===== src/rtl/mem_stage_pkg.sv =====
// Shared types and geometry for the MEM stage and its data cache.
package mem_stage_pkg;

  localparam int unsigned ADDR_W_DEF     = 32;
  localparam int unsigned INDEX_BITS_DEF = 6;
  localparam int unsigned TAG_BITS_DEF   = ADDR_W_DEF - INDEX_BITS_DEF - 2;

  typedef enum logic [1:0] {
    IDLE    = 2'd0,
    RD_WAIT = 2'd1,
    WR_WAIT = 2'd2,
    DONE    = 2'd3
  } state_e;

  function automatic logic [31:0] sat_inc(input logic [31:0] v);
    return (v == '1) ? v : v + 32'd1;
  endfunction

endpackage


===== src/rtl/dcache_array.sv =====
// Direct-mapped cache storage: valid/tag/data, async read, one sync write port.
module dcache_array
  import mem_stage_pkg::*;
#(
  parameter int unsigned INDEX_BITS = INDEX_BITS_DEF,
  parameter int unsigned TAG_BITS   = TAG_BITS_DEF
) (
  input  logic                  clk,
  input  logic                  rst,
  input  logic [INDEX_BITS-1:0] rd_index,
  output logic                  rd_valid,
  output logic [TAG_BITS-1:0]   rd_tag,
  output logic [31:0]           rd_data,
  input  logic                  wr_en,
  input  logic [INDEX_BITS-1:0] wr_index,
  input  logic [TAG_BITS-1:0]   wr_tag,
  input  logic [31:0]           wr_data
);

  localparam int unsigned LINES = 1 << INDEX_BITS;

  logic [LINES-1:0]    valid_q;
  logic [LINES-1:0]    valid_d;
  logic [TAG_BITS-1:0] tag_mem  [LINES];
  logic [31:0]         data_mem [LINES];

  always_comb begin
    valid_d = valid_q;
    if (wr_en) valid_d[wr_index] = 1'b1;
  end

  // Only the valid bits are reset; stale tag/data are harmless once invalid.
  always_ff @(posedge clk or posedge rst) begin
    if (rst) valid_q <= '0;
    else     valid_q <= valid_d;
  end

  always_ff @(posedge clk) begin
    if (wr_en) begin
      tag_mem[wr_index]  <= wr_tag;
      data_mem[wr_index] <= wr_data;
    end
  end

  always_comb begin
    rd_valid = valid_q[rd_index];
    rd_tag   = tag_mem[rd_index];
    rd_data  = data_mem[rd_index];
  end

endmodule


===== src/rtl/mem_stage.sv =====
// MIPS MEM stage: write-through, no-write-allocate D-cache plus branch resolve.
// Define DCACHE_STATS_EN to add saturating hit_count/miss_count outputs.
module mem_stage
  import mem_stage_pkg::*;
#(
  parameter int unsigned INDEX_BITS = INDEX_BITS_DEF,
  parameter int unsigned ADDR_W     = ADDR_W_DEF
) (
  input  logic              clk,
  input  logic              rst,
  input  logic [ADDR_W-1:0] alu_result_in,
  input  logic [31:0]       store_data_in,
  input  logic [4:0]        rd_addr_in,
  input  logic              mem_to_reg_in,
  input  logic              reg_write_in,
  input  logic              mem_read_in,
  input  logic              mem_write_in,
  input  logic              branch_in,
  input  logic              zero_in,
  input  logic [31:0]       branch_target_in,
  output logic [31:0]       read_data_out,
  output logic [ADDR_W-1:0] alu_result_out,
  output logic [4:0]        rd_addr_out,
  output logic              mem_to_reg_out,
  output logic              reg_write_out,
  output logic              pc_src_out,
  output logic [31:0]       branch_target_out,
  output logic              mem_stall_out,
  output logic              mem_req,
  output logic              mem_we,
  output logic [ADDR_W-1:0] mem_addr,
  output logic [31:0]       mem_wdata,
  input  logic [31:0]       mem_rdata,
  input  logic              mem_ack
`ifdef DCACHE_STATS_EN
  ,
  output logic [31:0]       hit_count,
  output logic [31:0]       miss_count
`endif
);

  localparam int unsigned TAG_BITS = ADDR_W - INDEX_BITS - 2;

  state_e              state_q, state_d;
  logic                mem_req_q, mem_req_d;
  logic                mem_we_q, mem_we_d;
  logic [ADDR_W-1:0]   mem_addr_q, mem_addr_d;
  logic [31:0]         mem_wdata_q, mem_wdata_d;
  logic [31:0]         resp_q, resp_d;
  logic                load_q, load_d;

  logic [INDEX_BITS-1:0] lk_index;
  logic [TAG_BITS-1:0]   lk_tag;
  logic                  arr_valid;
  logic [TAG_BITS-1:0]   arr_tag;
  logic [31:0]           arr_data;
  logic                  hit;
  logic                  fill_en;
  logic [31:0]           fill_data;
  logic                  stall;
  logic [31:0]           rdata;
  logic                  hit_evt;
  logic                  miss_evt;

  assign lk_index = alu_result_in[INDEX_BITS+1:2];
  assign lk_tag   = alu_result_in[ADDR_W-1:INDEX_BITS+2];

  dcache_array #(
    .INDEX_BITS (INDEX_BITS),
    .TAG_BITS   (TAG_BITS)
  ) u_dcache_array (
    .clk      (clk),
    .rst      (rst),
    .rd_index (lk_index),
    .rd_valid (arr_valid),
    .rd_tag   (arr_tag),
    .rd_data  (arr_data),
    .wr_en    (fill_en),
    .wr_index (mem_addr_q[INDEX_BITS+1:2]),
    .wr_tag   (mem_addr_q[ADDR_W-1:INDEX_BITS+2]),
    .wr_data  (fill_data)
  );

  assign hit = arr_valid && (arr_tag == lk_tag);

  always_comb begin
    state_d     = state_q;
    mem_addr_d  = mem_addr_q;
    mem_wdata_d = mem_wdata_q;
    resp_d      = resp_q;
    load_d      = load_q;
    stall       = 1'b0;
    rdata       = '0;
    fill_en     = 1'b0;
    fill_data   = mem_rdata;
    hit_evt     = 1'b0;
    miss_evt    = 1'b0;
    case (state_q)
      IDLE: begin
        if (mem_write_in) begin
          stall       = 1'b1;
          mem_addr_d  = {alu_result_in[ADDR_W-1:2], 2'b00};
          mem_wdata_d = store_data_in;
          load_d      = 1'b0;
          state_d     = WR_WAIT;
        end else if (mem_read_in) begin
          if (hit) begin
            rdata   = arr_data;
            hit_evt = 1'b1;
          end else begin
            stall      = 1'b1;
            mem_addr_d = {alu_result_in[ADDR_W-1:2], 2'b00};
            load_d     = 1'b1;
            miss_evt   = 1'b1;
            state_d    = RD_WAIT;
          end
        end
      end
      RD_WAIT: begin
        stall = 1'b1;
        if (mem_ack) begin
          fill_en = 1'b1;
          resp_d  = mem_rdata;
          state_d = DONE;
        end
      end
      WR_WAIT: begin
        stall = 1'b1;
        // Write-through: refresh the line only if already present.
        if (mem_ack) begin
          fill_en   = hit;
          fill_data = mem_wdata_q;
          state_d   = DONE;
        end
      end
      DONE: begin
        rdata   = load_q ? resp_q : '0;
        state_d = IDLE;
      end
      default: state_d = IDLE;
    endcase
    mem_req_d = (state_d == RD_WAIT) || (state_d == WR_WAIT);
    mem_we_d  = (state_d == WR_WAIT);
  end

  always_ff @(posedge clk or posedge rst) begin
    if (rst) begin
      state_q     <= IDLE;
      mem_req_q   <= 1'b0;
      mem_we_q    <= 1'b0;
      mem_addr_q  <= '0;
      mem_wdata_q <= '0;
      resp_q      <= '0;
      load_q      <= 1'b0;
    end else begin
      state_q     <= state_d;
      mem_req_q   <= mem_req_d;
      mem_we_q    <= mem_we_d;
      mem_addr_q  <= mem_addr_d;
      mem_wdata_q <= mem_wdata_d;
      resp_q      <= resp_d;
      load_q      <= load_d;
    end
  end

`ifdef DCACHE_STATS_EN
  logic [31:0] hit_count_q, hit_count_d;
  logic [31:0] miss_count_q, miss_count_d;

  always_comb begin
    hit_count_d  = hit_evt  ? sat_inc(hit_count_q)  : hit_count_q;
    miss_count_d = miss_evt ? sat_inc(miss_count_q) : miss_count_q;
  end

  always_ff @(posedge clk or posedge rst) begin
    if (rst) begin
      hit_count_q  <= '0;
      miss_count_q <= '0;
    end else begin
      hit_count_q  <= hit_count_d;
      miss_count_q <= miss_count_d;
    end
  end

  assign hit_count  = hit_count_q;
  assign miss_count = miss_count_q;
`else
  logic unused_evt;
  assign unused_evt = hit_evt ^ miss_evt;
`endif

  assign read_data_out     = rdata;
  assign mem_stall_out     = stall;
  assign mem_req           = mem_req_q;
  assign mem_we            = mem_we_q;
  assign mem_addr          = mem_addr_q;
  assign mem_wdata         = mem_wdata_q;
  assign alu_result_out    = alu_result_in;
  assign rd_addr_out       = rd_addr_in;
  assign mem_to_reg_out    = mem_to_reg_in;
  assign reg_write_out     = reg_write_in && !stall;
  assign pc_src_out        = branch_in && zero_in;
  assign branch_target_out = branch_target_in;

endmodule


===== config.mk =====
export PLATFORM = sky130hd
export DESIGN_NAME = mem_stage
export DESIGN_NICKNAME = d
export VERILOG_FILES = /design/src/rtl/mem_stage_pkg.sv /design/src/rtl/dcache_array.sv /design/src/rtl/mem_stage.sv
export SDC_FILE = /design/constraint.sdc
export NUM_CORES = 2
export LEC_CHECK = 0
export BUFFER_PORTS_ARGS = -buffer_cell sky130_fd_sc_hd__buf_4
export CORE_UTILIZATION = 53
export DETAILED_ROUTE_END_ITERATION = 10
export PLACE_DENSITY = 0.69
export SYNTH_ARGS = -nofsm -noshare
export SYNTH_HDL_FRONTEND = slang
export SYNTH_SLANG_ARGS = --single-unit

===== constraint.sdc =====
create_clock -name clk -period 22.2 [get_ports clk]
set_clock_uncertainty 0.2 [all_clocks]
set_input_delay 2.22 -clock clk [delete_from_list [all_inputs] [get_ports clk]]
set_output_delay 2.22 -clock clk [all_outputs]
set_load 0.02 [all_outputs]

Word-level counts from Yosys, hierarchy flattened
Memory sizes are Yosys's and may differ from the RTL's.
Cells that the tools add are included.
Cells by class
  magnitude comparators: 3
  equality and inequality tests: 7
  mux-type cells: 31
  bitwise gates (word level): 1
  reductions and logical operators: 12
Operators with widths (number)
  $mux 32: 9
  $or 64x64->64: 1
  $pmux 32 s2: 1
  $eq 24x24->1: 1
  $lt 6x7->1 const B: 2
  $mux 1: 12
  $mux 2: 4
  $bmux 1 s6: 1
  $demux 1 s6: 1
  $eq 2x2->1 const B: 3
  $ge 6x1->1 const B: 1
  $pmux 2 s3: 1
  $eq 2x1->1 const B: 2
  $logic_and 1x1->1: 4
  $pmux 1 s2: 2
  $reduce_and 2->1: 2
  $reduce_and 3->1: 1
  $logic_not 2->1: 1
  $ne 2x2->1 const B: 1
  $reduce_bool 2->1: 1
  $reduce_or 2->1: 1
  $logic_not 1->1: 1
  $logic_or 1x1->1: 1
Word-level totals
  flip-flop bits (word level): 165
  bits in writable memories: 3584
  output and inout bits: 171
  word-level logic and storage cells: 64
  memories kept: 2
Memories
  u_dcache_array.data_mem: depth 64, bits a word 32, rd ports 1, clocked after memory_dff 0, wr ports 1, RTL line dcache_array.sv:25  | logic [31:0] data_mem [LINES];
  u_dcache_array.tag_mem: depth 64, bits a word 24, rd ports 1, clocked after memory_dff 0, wr ports 1, RTL line dcache_array.sv:24  | logic [TAG_BITS-1:0] tag_mem [LINES];

Logic depth before layout (Yosys ltp)
  word-level depth: 9
  gate-level depth with buffers: 18

Hierarchy
From an unflattened synthesis, not the netlist that was laid out.
Second synthesis, totals
  cell total of the unflattened synthesis: 6646
  area, all modules: 144682.5 um^2
Modules (own cells, without submodules)
  dcache_array: times used 1, cells each 5961, area an instance 138308.9 um^2
  mem_stage: times used 1, cells each 685, area an instance 6373.6 um^2

Worst setup path after synthesis
Ideal clock, no wire load.
  kind: input-to-reg
  from: in alu_result_in[2]
  to: mem u_dcache_array.data_mem[16][0] (enable)
  library setup time: 0.608 ns
  arrival time: 10.676 ns
  required time: 21.392 ns
  path slack: 10.716 ns
  cell stages on the path: 15
  path buffers: 6
  cells stage by stage: buf_6 -> buf_6 -> buf_4 -> buf_4 -> buf_2 -> mux2i_1 -> o32ai_1 -> nor4_2 -> xor2_1 -> o21ai_1 -> or4b_4 -> nor4_4 -> a32oi_4 -> buf_6 -> nor4_1
On the way
  longest elaborated chain between the ends: 7
Ends and longest elaborated chain
  start, declared: RTL line mem_stage.sv:11  | input logic [ADDR_W-1:0] alu_result_in,
  $mem_v2 64x24 or $bmux 1 s6 (tied branches)
  $eq 24x24->1 or $mux 1 (tied branches): RTL line mem_stage.sv:84, dcache_array.sv:46
  $logic_and 1x1->1 (*): RTL line mem_stage.sv:84  | assign hit = arr_valid && (arr_tag == lk_tag);
  $mux 1 (*): RTL line mem_stage.sv:130  | if (mem_ack) begin
  $pmux 1 s2 (*): RTL line mem_stage.sv:98  | case (state_q)
  $mux 1 (*): RTL line dcache_array.sv:39  | if (wr_en) begin
  $mux 1 (implied by the code) (*): RTL line dcache_array.sv:41  | data_mem[wr_index] <= wr_data;
  end, declared: RTL line dcache_array.sv:25
Mark *: on every way between the ends. The rest lies on a longest branch, timed or not. The select of a mux whose other input is x is not followed.

Final worst setup path
  from: in alu_result_in[2]
  to: out reg_write_out
On the way
  longest elaborated chain between the ends: 9
Ends and longest elaborated chain
  $mem_v2 64x24 or $bmux 1 s6 (tied branches)
  $eq 24x24->1 or $mux 1 (tied branches): RTL line mem_stage.sv:84, dcache_array.sv:46
  $logic_and 1x1->1 (*): RTL line mem_stage.sv:84
  $mux 1 (*): RTL line mem_stage.sv:107  | if (hit) begin
  $mux 1 (*)
  $mux 1 (*): RTL line mem_stage.sv:100  | if (mem_write_in) begin
  $pmux 1 s2 (*): RTL line mem_stage.sv:98
  $logic_not 1->1 (*): RTL line mem_stage.sv:201  | assign reg_write_out = reg_write_in && !stall;
  $logic_and 1x1->1 (*): RTL line mem_stage.sv:201
  end, declared: RTL line mem_stage.sv:25  | output logic reg_write_out,
Marks and branches as above.

==> flow_summary.yaml <==
placed_design:
  numPortBuffers: 230
  dp.cells: 10275
  routabilityCongestion: 0.923
  place_area_sq_um: 152000
  hpwl_um: 230000
floorplanning:
  ios: 313
  core-area_sq_um: 274000
  die_h_um: 527
  dieArea_sq_um: 277000
  std_cell_rows: 192
  die_w_um: 527
  initial_utilization_pct: 53.3
power_and_ir_drop:
  total_power_mw: 17.0
  p_sw_mw: 4.27
  combPwrFrac_pct: 11.4
  seq_power_share_pct: 52.1
  swShare_pct: 25.1
  vdd_drop_max_uv: 72.1
  internal-power_mw: 12.7
  pwr-share-clk_pct: 36.5
  p_leak_nw: 53.1
  p_per_area_nw_per_um2: 104
grt:
  grt_max_degree: 158
  grt_use_total_pct: 30.2
  grt_overflow: 0
  antenna_found_initial: 10
  grt_pass1_wl_um: 580000
  first_global_vias: 73703
cts:
  ctsRootBufferMaster: "clkbuf_16"
  clockBufferDepth: 4
  cts_made_buffers: 374
  cts_resized: 0
  clk_pin_slew_ns: 0.06
  hold_buffers: 0
  clock-sinks: 3747
  cts-htree-levels: 5
  clkLatencyLatePin_ns: 0.93
  cts_tree: "done"
  cts_setup_buffers: 0
worst_setup_path:
  cp-start-kind: "primary input"
  end_kind: "output port"
  worst-r2r-cell-count: 13
  timing.rr.end: "u_dcache_array.data_mem[7][24]"
  cp.required_ns: 19.78
  critPathKind: "primary input to output port"
  r2r_start: "u_dcache_array.tag_mem[13][11]"
  cp_data_arrival_time_ns: 9.57
  startpoint: "alu_result_in[2]"
  cp_max_fo: 95
  r2r_setup_slack_ns: 15.19
  worstSetupEndpoint: "reg_write_out"
synthesis:
  yosysTopAreaCell: "edfxtp_1"
  ys_ff_latch: 3747
  synth.top_cell.area_share_pct: 73.8
  synthFlopType: "edfxtp_1"
  synth_area_per_cell_sq_um: 21.9
  syn-cell-area_sq_um: 146000
  ys_seq_area_share_pct: 76.6
  postSynthCellCount: 6655
  synth_area_leaders: "edfxtp_1 (74%), mux4_2 (14%), dfrtp_1 (2.8%), mux2i_1 (2.7%), mux2_2 (1.1%)"
  async_flop_share_pct: 4.35
  ys_warn_count: 0
  yosysUniqueCellTypes: 77
  synth_edf_count: 3584
detailed_routing:
  first_pass_iters: 8
  ant_nets: 0
  via_per_inst: 6.82
  wl_per_cell_um: 38.2
  drtIter0Drc: 11186
  vias: 74827
  wl_um: 418000
  drc: 0
timing:
  slew_viol_final: 0
  hold_viol: 0
  relSlewSlack_pct: 3.44
  fmax_mhz: 83.4
  rsz0062_at_grt: "false"
  period_needed_ns: 11.99
  tightest_slew_ns: 1.44
  setup_tns_ns: 0
  min_period_over_period_pct: 54.0
  setup_violations: 0
cells_and_area:
  area_delta_synth_final_pct: 12.5
  utilization_pct: 60.0
  fin_area_sq_um: 164000
  drive_gt1_share_pct: 28.9
  num-fill-cells: 18722
  finalNetCount: 7210
  finalNonFillerCells: 10965
job:
  max_cap_viol_count: 0
worst_hold_path:
  min_path_type: "register to register"
status:
  status: "completed"
-- how the worst min path moves through the flow --
| stage | from | endpoint | slack [ns] | cells after the start |
|---|---|---|---|---|
| floorplan | u_dcache_array.valid_q[13] | u_dcache_array.valid_q[13] | 0.24 | 1 |
| global placement | u_dcache_array.valid_q[50] | u_dcache_array.valid_q[50] | 0.25 | 1 |
| detailed placement | u_dcache_array.valid_q[38] | u_dcache_array.valid_q[38] | 0.26 | 1 |
| CTS | u_dcache_array.valid_q[38] | u_dcache_array.valid_q[38] | 0.27 | 1 |
| global route | u_dcache_array.valid_q[55] | u_dcache_array.valid_q[55] | 0.29 | 1 |
| finish | u_dcache_array.valid_q[18] | u_dcache_array.valid_q[18] | 0.27 | 1 |
-- power groups by stage --
stage               Combinational [mW]  Sequential [mW]  Clock, mW
finish                            1.94             8.85       6.20
global route                      2.03             8.87       6.51
CTS                               1.93             8.84       6.24
detailed placement                1.93             8.99          0
global placement                  1.86             8.97          0
floorplan                        0.881             9.12          0
-- cells in the final DEF, fill, tap and decap left out, types with 10 or more instances in the layout --
cell type | synthesis | layout
o22ai_1 | 25 | 25
mux2i_1 | 397 | 397
and2_1 | 13 | 12
dfrtp_2 | 0 | 16
o21bai_1 | 64 | 64
clkbuf_16 | 0 | 381
xor2_1 | 13 | 13
mux4_2 | 886 | 886
clkinv_1 | 2 | 74
and3_1 | 16 | 15
bufinv_16 | 0 | 30
xnor2_1 | 11 | 11
a22oi_1 | 162 | 162
a221oi_1 | 11 | 11
clkinv_2 | 0 | 67
clkinvlp_4 | 0 | 12
nor4_2 | 3 | 33
nand2_1 | 217 | 215
nor2_4 | 1 | 31
o21ai_0 | 31 | 30
clkbuf_1 | 150 | 80
dfrtp_1 | 163 | 147
mux2_2 | 137 | 137
edfxtp_1 | 3584 | 3584
nor3_1 | 16 | 15
diode_2 | 0 | 16
nor2b_1 | 27 | 23
a21oi_1 | 67 | 67
nand4_1 | 37 | 37
nand3_1 | 66 | 66
clkbuf_8 | 0 | 14
buf_4 | 110 | 455
nor4_1 | 42 | 10
nor2_1 | 79 | 48
a211oi_1 | 12 | 12
-- synthesized netlist by cell type, drive strengths merged, types with 6 or more instances --
cell,count
nand2b,7
edfxtp,3584
nor3,16
mux2i,397
nand3,66
a22oi,162
a211oi,12
o21ai,32
o22ai,25
nand2,217
a21oi,67
dfrtp,163
o21bai,64
mux2,141
or2,7
nand4,37
ha,6
nor4,46
inv,13
xnor2,11
and2,13
xor2,13
a21boi,7
clkbuf,150
nor2b,27
and3,16
mux4,886
a221oi,11
buf,284
a31oi,8
nor2,80
a22o,6
-- registers in the layout, summed over array words and instances, names as in the netlist --
name,count
load_q,1
mem_addr,30
mem_req,1
mem_wdata,32
mem_we,1
resp_q,32
state_q,2
u_dcache_array.data_mem,2048
u_dcache_array.tag_mem,1536
u_dcache_array.valid_q,64
-- layer usage --
layer	part of all wire (%)	global-route usage, %	routed length [um]	vias to the layer above
met1	36	41.0	151000	40040
met5	0.016	0	67	-
met2	47	47.5	198000	5093
met4	5.2	13.5	21600	10
li1	-	-	-	28734
met3	11	6.31	47800	950
-- through the flow --
step           worst slack, ns  hold slack (ns)
2_1_floorplan            10.72            0.238
3_3_place_gp             10.44            0.253
3_5_place_dp             10.41            0.258
4_1_cts                  10.41            0.275
5_1_grt                   9.95            0.289
6_report                 10.21            0.275
-- critical path, stage by stage --
cell and delay (ns):
buf_16 0.44, buf_4 0.76, buf_4 0.81, buf_4 0.82
mux4_2 0.59, a32oi_1 0.24, a21oi_1 0.11, or4_1 0.57
xnor2_1 0.22, nor4bb_1 0.74, nand4b_1 0.33, o31ai_4 0.48
buf_4 0.56, a22o_1 0.21, buf_4 0.14
-- layout make-up --
cell class	instances	area, sq um	share of cell area (%)
repair buffers	464	3580	2.19
inverters	15	75.1	0.0458
diodes	16	40.0	0.0244
flip-flops and latches	3747	112000	68.1
multi-input cells	2460	32200	19.7
clock buffers	475	10000	6.11
well taps	3589	4490	2.74
clock inverters	199	1850	1.13
-- logic make-up (layout without fill, tap and decap cells) --
| family | count (synthesis) | in the layout | share of synthesized area (%) |
|---|---|---|---|
| compound gates | 441 | 441 | 2.16 |
| xor+xnor | 24 | 24 | 0.144 |
| fa+ha+maj | 6 | 6 | 0.0515 |
| buf+inv | 449 | 1153 | 1.63 |
| flops | 3747 | 3747 | 76.6 |
| mux | 1424 | 1424 | 17.5 |
| other cells | 1 | 18 | 0.00257 |
| simple gates | 563 | 563 | 1.91 |
Power figures use the tool's default switching activity.
